[src/rtl/dmem_mmio.sv]
// dmem_mmio: word-addressed data RAM plus an MMIO window holding a TX FIFO, a STATUS register and a free-running CYCLE counter.
// Latency: readdata is combinational (zero cycles); stores, pushes, pops and counter updates land on the next rising clk edge.
// Backpressure: FIFO head is offered on out_valid/out_ready; a push to a full FIFO is dropped (sticky overflow) unless a pop frees a slot that cycle.
module dmem_mmio #(
  parameter int n          = 32,
  parameter int DEPTH      = 64,
  parameter int FIFO_DEPTH = 4
) (
  input  logic         clk,
  input  logic         reset,
  input  logic         memwrite,
  input  logic [n-1:0] dataadr,
  input  logic [n-1:0] writedata,
  output logic [n-1:0] readdata,
  output logic [n-1:0] out_data,
  output logic         out_valid,
  input  logic         out_ready
);

  localparam int AW = $clog2(DEPTH);
  localparam int PW = $clog2(FIFO_DEPTH);
  localparam int CW = PW + 1;

  // Storage: RAM is never reset; FIFO payload is don't-care while empty.
  logic [n-1:0]  ram_q  [DEPTH];
  logic [n-1:0]  fifo_q [FIFO_DEPTH];

  logic [PW-1:0] rd_ptr_q, rd_ptr_d;
  logic [PW-1:0] wr_ptr_q, wr_ptr_d;
  logic [CW-1:0] count_q, count_d;
  logic          ovf_q, ovf_d;
  logic [n-1:0]  cyc_q, cyc_d;

  logic          is_io;
  logic [1:0]    io_off;
  logic [AW-1:0] ram_idx;
  logic          fifo_empty, fifo_full;
  logic          push_req, push_ok, pop, drop;
  logic          ovf_clr, cyc_wr, ram_wr;
  logic [n-1:0]  status;
  logic          unused_addr;

  // Address decode: top bit picks I/O, byte-lane bits and RAM-alias bits are ignored.
  assign is_io       = dataadr[n-1];
  assign io_off      = dataadr[3:2];
  assign ram_idx     = dataadr[AW+1:2];
  assign unused_addr = ^dataadr;

  assign fifo_empty = (count_q == '0);
  assign fifo_full  = (count_q == CW'(FIFO_DEPTH));
  assign out_valid  = !fifo_empty;
  assign out_data   = fifo_q[rd_ptr_q];

  // A pop frees a slot in the same cycle, so a push into a full FIFO still lands.
  assign pop      = out_valid && out_ready;
  assign push_req = memwrite && is_io && (io_off == 2'd0);
  assign push_ok  = push_req && (!fifo_full || pop);
  assign drop     = push_req && !push_ok;
  assign ovf_clr  = memwrite && is_io && (io_off == 2'd1) && writedata[2];
  assign cyc_wr   = memwrite && is_io && (io_off == 2'd2);
  assign ram_wr   = memwrite && !is_io;

  // STATUS word: empty, full, sticky overflow and occupancy.
  always_comb begin
    status      = '0;
    status[0]   = fifo_empty;
    status[1]   = fifo_full;
    status[2]   = ovf_q;
    status[7:4] = 4'(count_q);
  end

  // Next-state for FIFO pointers/occupancy, overflow flag (set beats clear) and counter (load beats increment).
  always_comb begin
    rd_ptr_d = rd_ptr_q;
    wr_ptr_d = wr_ptr_q;
    count_d  = count_q;
    ovf_d    = ovf_q;
    cyc_d    = cyc_q + n'(1);
    if (pop)     rd_ptr_d = rd_ptr_q + PW'(1);
    if (push_ok) wr_ptr_d = wr_ptr_q + PW'(1);
    case ({push_ok, pop})
      2'b10:   count_d = count_q + CW'(1);
      2'b01:   count_d = count_q - CW'(1);
      default: count_d = count_q;
    endcase
    if (drop)         ovf_d = 1'b1;
    else if (ovf_clr) ovf_d = 1'b0;
    if (cyc_wr) cyc_d = writedata;
  end

  // Control state; reset empties the FIFO asynchronously so out_valid drops at once.
  always_ff @(posedge clk or negedge reset) begin
    if (!reset) begin
      rd_ptr_q <= '0;
      wr_ptr_q <= '0;
      count_q  <= '0;
      ovf_q    <= 1'b0;
      cyc_q    <= '0;
    end else begin
      rd_ptr_q <= rd_ptr_d;
      wr_ptr_q <= wr_ptr_d;
      count_q  <= count_d;
      ovf_q    <= ovf_d;
      cyc_q    <= cyc_d;
    end
  end

  // Payload writes for RAM and FIFO slots; no reset so RAM survives it.
  always_ff @(posedge clk) begin
    if (ram_wr)  ram_q[ram_idx]   <= writedata;
    if (push_ok) fifo_q[wr_ptr_q] <= writedata;
  end

  // Combinational load mux back to the CPU; TXDATA and offset 3 read as zero.
  always_comb begin
    readdata = '0;
    if (!is_io) begin
      readdata = ram_q[ram_idx];
    end else begin
      case (io_off)
        2'd1:    readdata = status;
        2'd2:    readdata = cyc_q;
        default: readdata = '0;
      endcase
    end
  end

endmodule

[config.mk]
export PLATFORM = sky130hd
export DESIGN_NAME = dmem_mmio
export DESIGN_NICKNAME = d
export VERILOG_FILES = /design/src/rtl/dmem_mmio.sv
export SDC_FILE = /design/constraint.sdc
export NUM_CORES = 2
export LEC_CHECK = 0
export CAP_MARGIN = 20
export CORE_UTILIZATION = 45
export CTS_CLUSTER_DIAMETER = 50
export DETAILED_ROUTE_END_ITERATION = 10
export GPL_TIMING_DRIVEN = 0
export PLACE_DENSITY_LB_ADDON = 0.1
export SLEW_MARGIN = 20
export SYNTH_ARGS = -nofsm -noshare
export SYNTH_HDL_FRONTEND = slang
export SYNTH_SLANG_ARGS = --single-unit
[constraint.sdc]
create_clock -name clk -period 5.8 [get_ports clk]
set_input_delay 1.16 -clock clk [delete_from_list [all_inputs] [get_ports clk]]
set_output_delay 1.16 -clock clk [all_outputs]
set_load 0.02 [all_outputs]
# Yosys cells after proc, flatten, opt, wreduce, memory -nomap -nowiden
# Memory sizes are Yosys's and may differ from the RTL's.
# Index checks and enable logic that the tools add are counted.
[op_classes]
addsub = 5
n_eq_ne = 5
n_mux = 10
n_reduce_logical = 18
[op_table]
columns = ["operator", "n"]
rows = [
  ["$mux W32", 2],
  ["$pmux W32 S2", 1],
  ["$add A32 B1 Y32 const B", 1],
  ["$logic_and A1 B1 Y1", 9],
  ["$mux W1", 6],
  ["$pmux W3 S2", 1],
  ["$add A2 B1 Y2 const B", 2],
  ["$eq A2 B1 Y1 const B", 2],
  ["$eq A2 B2 Y1 const B", 2],
  ["$logic_not A1 Y1", 4],
  ["$reduce_bool A2 Y1", 2],
  ["$add A3 B1 Y3 const B", 1],
  ["$eq A3 B3 Y1 const B", 1],
  ["$logic_not A3 Y1", 1],
  ["$sub A3 B1 Y3 const B", 1],
  ["$logic_not A2 Y1", 1],
  ["$logic_or A1 B1 Y1", 1],
]
[totals]
register_bits = 40
mem_bits_rw = 2176
input_bits = 68
out_inout_bits = 65
mem_count = 2
[mem_list]
columns = ["memory", "words", "width", "read_ports", "rd_ports_with_merged_regs", "wr", "line_no", "text"]
rows = [
  ["ram_q", 64, 32, 1, 0, 1, "25", "logic [n-1:0] ram_q [DEPTH];"],
  ["fifo_q", 4, 32, 1, 0, 1, "26", "logic [n-1:0] fifo_q [FIFO_DEPTH];"],
]

# Logic depth before layout (Yosys ltp)
[depth]
ltp_word = 8
ltp_mapped = 13
mapped_depth_nobuf = 9

# Worst setup path after synthesis
# Ideal clock, no wire load.
[synth_path]
kind = "input port to output port"
startpoint = "input port dataadr[2]"
endpoint = "output port readdata[4]"
arrival_time_ns = 3.025
path_slack_ns = 1.615
cell_stages = 11
cell_sequence = "buf_6 -> buf_6 -> buf_4 -> buf_4 -> clkinv_1 -> ha_1 -> clkbuf_1 -> nand2_1 -> o21ai_0 -> a21boi_0 -> a41oi_1"
[synth_between]
elab_chain_cells = 3
elab_cells_between_ends = 5
classes_between = "eq/ne: 2; mux: 2; memory: 1"
[synth_lines]
columns = ["item", "line_no", "text"]
rows = [
  ["start: declaration", "12", "input logic [n-1:0] dataadr,"],
  ["parallel branches: the longest is 2 deep, another holds $mem_v2 Z64 W32", "n/a", ""],
  ["$mux W32 (*)", "117", "if (!is_io) begin"],
  ["end: declaration", "14", "output logic [n-1:0] readdata,"],
]
# Every way passes the cells marked *.

# Final worst setup path
[layout_path]
startpoint = "input port dataadr[2]"
endpoint = "output port readdata[6]"
# The elaborated chain is that of the path after synthesis.

==> run_results.csv <==
group,metric,value,unit
timing,rsz0062_at_grt,"true",
clock_network,clkTransAtPathRegs,60,ps
critical_path,r2r_cells,4,
timing,finClkSkew,18.9,ps
power,vdd_drop_max,0.000266,V
timing,final_max_slew_viol_count,0,
power,powerDensity,341,nW/µm²
synth,netlist_area,86600,µm²
critical_path,critPathTopFamily,"buffers and inverters",
critical_path,critPathMaxStageDelay,610,ps
route,routedWlPerCell,35.2,µm
route,vias,47000,
timing,fmax,0.171,GHz
global_route,grt_overflow,0,
timing,fin_crit_sh,1.01,
floorplanning,coreArea,191000,µm²
synth,synthCells,4533,
synth,async_reset_ff_frac,0.0181,
clock_network,cts_sinks,2216,
finish,fill_cells,15000,
floorplanning,rows,160,
clock_network,cts_tree,"yes",
synth,synth_compound_area_frac,0.0529,
placement,dp_hpwl,187,mm
route,highest_layer,"met5",
global_route,track_usage,0.280,
global_route,antenna_found_initial,19,
clock_network,clockBufferDepth,3,
route,drt-met1-wl,113,mm
synth,synth_top_family_by_area,"multiplexers",
route,routed-wl-met2,126,mm
route,wl_met3,19.8,mm
floorplanning,die_area,194000,µm²
clock_network,cts_buffers,234,
critical_path,crit_cells,10,
floorplanning,fp.dieH,441,µm
critical_path,rr_endpoint,"fifo_q[3][21]",
synth,synth-seq-cells,2216,
critical_path,worstPathRequired,4640,ps
synth,synthSimpleGateAreaFrac,0.0273,
synth,synth_edf_count,2176,
placement,place_congestion,0.954,
clock_network,htreeDepth,4,
power,pwr-share-seq,0.508,
route,wirelength,272,mm
finish,final_common_cell,"edfxtp_1",
critical_path,critical_path_buf_inv_count,6,
synth,syn-num-nets,4610,
timing,fin_hold_ws,261,ps
floorplanning,dieWidth,441,µm
synth,synth_xor_area_frac,0.00354,
outcome,status,"complete, but fails checks",
critical_path,crit_slowest_cell,"clkbuf_1",
power,clkPwrFrac,0.401,
timing,hold_violations,0,
synth,synthMuxAreaShare,0.132,
critical_path,rrSetupSlack,3080,ps
global_route,grt_pass1_wl,374,mm
floorplanning,start_util,0.454,
route,drt_iter0_drc,5305,
critical_path,criticalPathCategory,"in -> out",
synth,synth-adder-area-share,0.00139,
power,switching_share,0.236,
power,p_int,26900,µW
synth,yosys_warnings,0,
critical_path,timing.rr.start,"count_q[2]",
route,route.detailed.drc,0,
route,via_per_inst,6.08,
critical_path,worstPathArrival,4670,ps
finish,final_cells,7726,
critical_path,critPathMaxFanout,10,
worst_hold_path,min_path_type,"in -> async",
power,power_frac_comb,0.090,
finish,layout.nets,5096,
finish,syn2layout_area_growth,19.4,%
timing,timing.final.crit_period,5830,ps
global_route,grt_pass1_vias,45900,
timing,setup_slack,-34.7,ps
timing,maxSlewHeadroom,0.223,
job,maxCapViolCount,0,
clock_network,cts_root_buf,"clkbuf_16",
floorplanning,pin_count,133,
timing,final-setup-viol-count,3,
global_route,grt_max_degree,71,
synth,ys_seq_area_frac,0.766,
critical_path,critPathLaunch,"dataadr[2]",
finish,final_cell_mix,"edfxtp_1, mux2i_1, clkbuf_16",
route,ant_nets,0,
clock_network,clk_latency,860,ps
synth,synth_ff_type,"edfxtp_1",
route,dr.pass1.iters,6,
placement,dp.cells,7296,
clock_network,cts_hold_buf,0,
power,p_sw,8320,µW
critical_path,end_kind,"primary output",
finish,final_util,0.542,
critical_path,crit_path_end,"readdata[6]",
synth,yosysUniqueCellTypes,51,
outcome,failed_checks,"negative setup slack",
finish,post_route_cells_drive_above_1_share,0.259,
critical_path,cp_cell_sequence,"clkdlybuf4s18_2, buf_6, buf_12, nor2b_1, buf_4, clkbuf_1, a22oi_1, a31oi_1, a41oi_2, dlygate4sd2_1",
timing,worst-slew-pin-transition,1160,ps
placement,io_buffers,104,
critical_path,crit_path_start_kind,"input port",
synth,synth.avg_cell_area,19.1,µm²
power,power.leakage,0.0335,µW
==> cells by family after synthesis <==
family | count (synthesis)
xor gates and xnor gates | 35
buffers and inverters | 285
DFF | 2216
and+or+nand+nor | 476
adders and majority gates | 9
AOI/OAI and AO/OA | 643
muxes | 869
==> layout make-up <==
| class | instances | area (µm²) | share of cell area |
|---|---|---|---|
| flip-flops and latches | 2216 | 66300 | 0.642 |
| repair buffers | 253 | 4270 | 0.0413 |
| well taps | 2511 | 3140 | 0.0304 |
| clock buffers | 297 | 6190 | 0.0600 |
| inverters | 11 | 42.5 | 0.000412 |
| clock inverters | 126 | 960 | 0.00929 |
| diodes | 9 | 22.5 | 0.000218 |
| plain buffers | 271 | 1700 | 0.0164 |
| multi-input cells | 2032 | 20600 | 0.200 |
==> flip-flops by register name, summed over array words and instances (netlist names) <==
register,flops
rd_ptr_q,2
ram_q,2048
wr_ptr_q,2
fifo_q,128
cyc_q,32
count_q,3
ovf_q,1
==> through the flow <==
stage               cell area [µm²]  setup TNS, ps  setup WS (ps)  power (µW)
floorplan                     86600              0           1610       19700
global placement              90700       -3206030          -3380       21200
detailed placement            94700         -52890          -1920       21300
CTS                          103000              0           2.64       35400
global route                 103000          -1.47          -1.47       36100
finish                       103000          -66.4          -34.7       35200
==> routing by layer <==
layer,track usage,vias to the layer above
met5,0,-
met4,0.123,2
met3,0.0510,478
met2,0.435,1992
met1,0.388,25000
li1,-,19600
==> power groups by stage <==
stage | logic [µW] | clock network (µW) | registers (µW)
2_1_floorplan | 1510 | 0 | 18200
3_3_place_gp | 2930 | 0 | 18300
3_5_place_dp | 3080 | 0 | 18200
4_1_cts | 3190 | 14300 | 17900
5_1_grt | 3320 | 14900 | 17900
6_report | 3180 | 14100 | 17900
==> cell usage after synthesis (all sizes together) (3+ instances only) <==
master / n / area, µm²
a32oi: 3 / 26.3
o22ai: 103 / 644
nor3: 40 / 200
nor4: 10 / 68.8
and2: 9 / 56.3
dfrtp: 40 / 1000
a211oi: 100 / 751
clkbuf: 117 / 439
buf: 157 / 921
and3: 33 / 206
edfxtp: 2176 / 65300
a41oi: 29 / 254
xor2: 25 / 219
o21ai: 73 / 365
nor2: 139 / 522
nor2b: 99 / 619
and4: 3 / 26.3
ha: 8 / 100
a21oi: 84 / 420
mux2i: 475 / 4750
a22o: 3 / 26.3
a2111oi: 51 / 553
mux2: 194 / 2180
nand2: 74 / 285
inv: 10 / 37.5
nand2b: 5 / 31.3
a221oi: 51 / 447
mux4: 200 / 4500
a22oi: 108 / 811
xnor2: 10 / 87.6
a31oi: 5 / 31.3
nand3: 44 / 220
nand4: 14 / 87.6
a21boi: 29 / 218
==> timing repair <==
action | in CTS | in global routing
gates resized for setup | 370 | 23
setup buffers | 0 | 0
pin swaps | 38 | 4
setup endpoints to repair | 32 | 13
==> worst min path at each step <==
stage,slack (ps),end
after floorplan,470,ovf_q
after global placement,490,ovf_q
after detailed placement,500,ovf_q
after CTS,220,rd_ptr_q[0]
after global routing,240,wr_ptr_q[0]
final,260,rd_ptr_q[1]
Power figures use the tool's default switching activity.
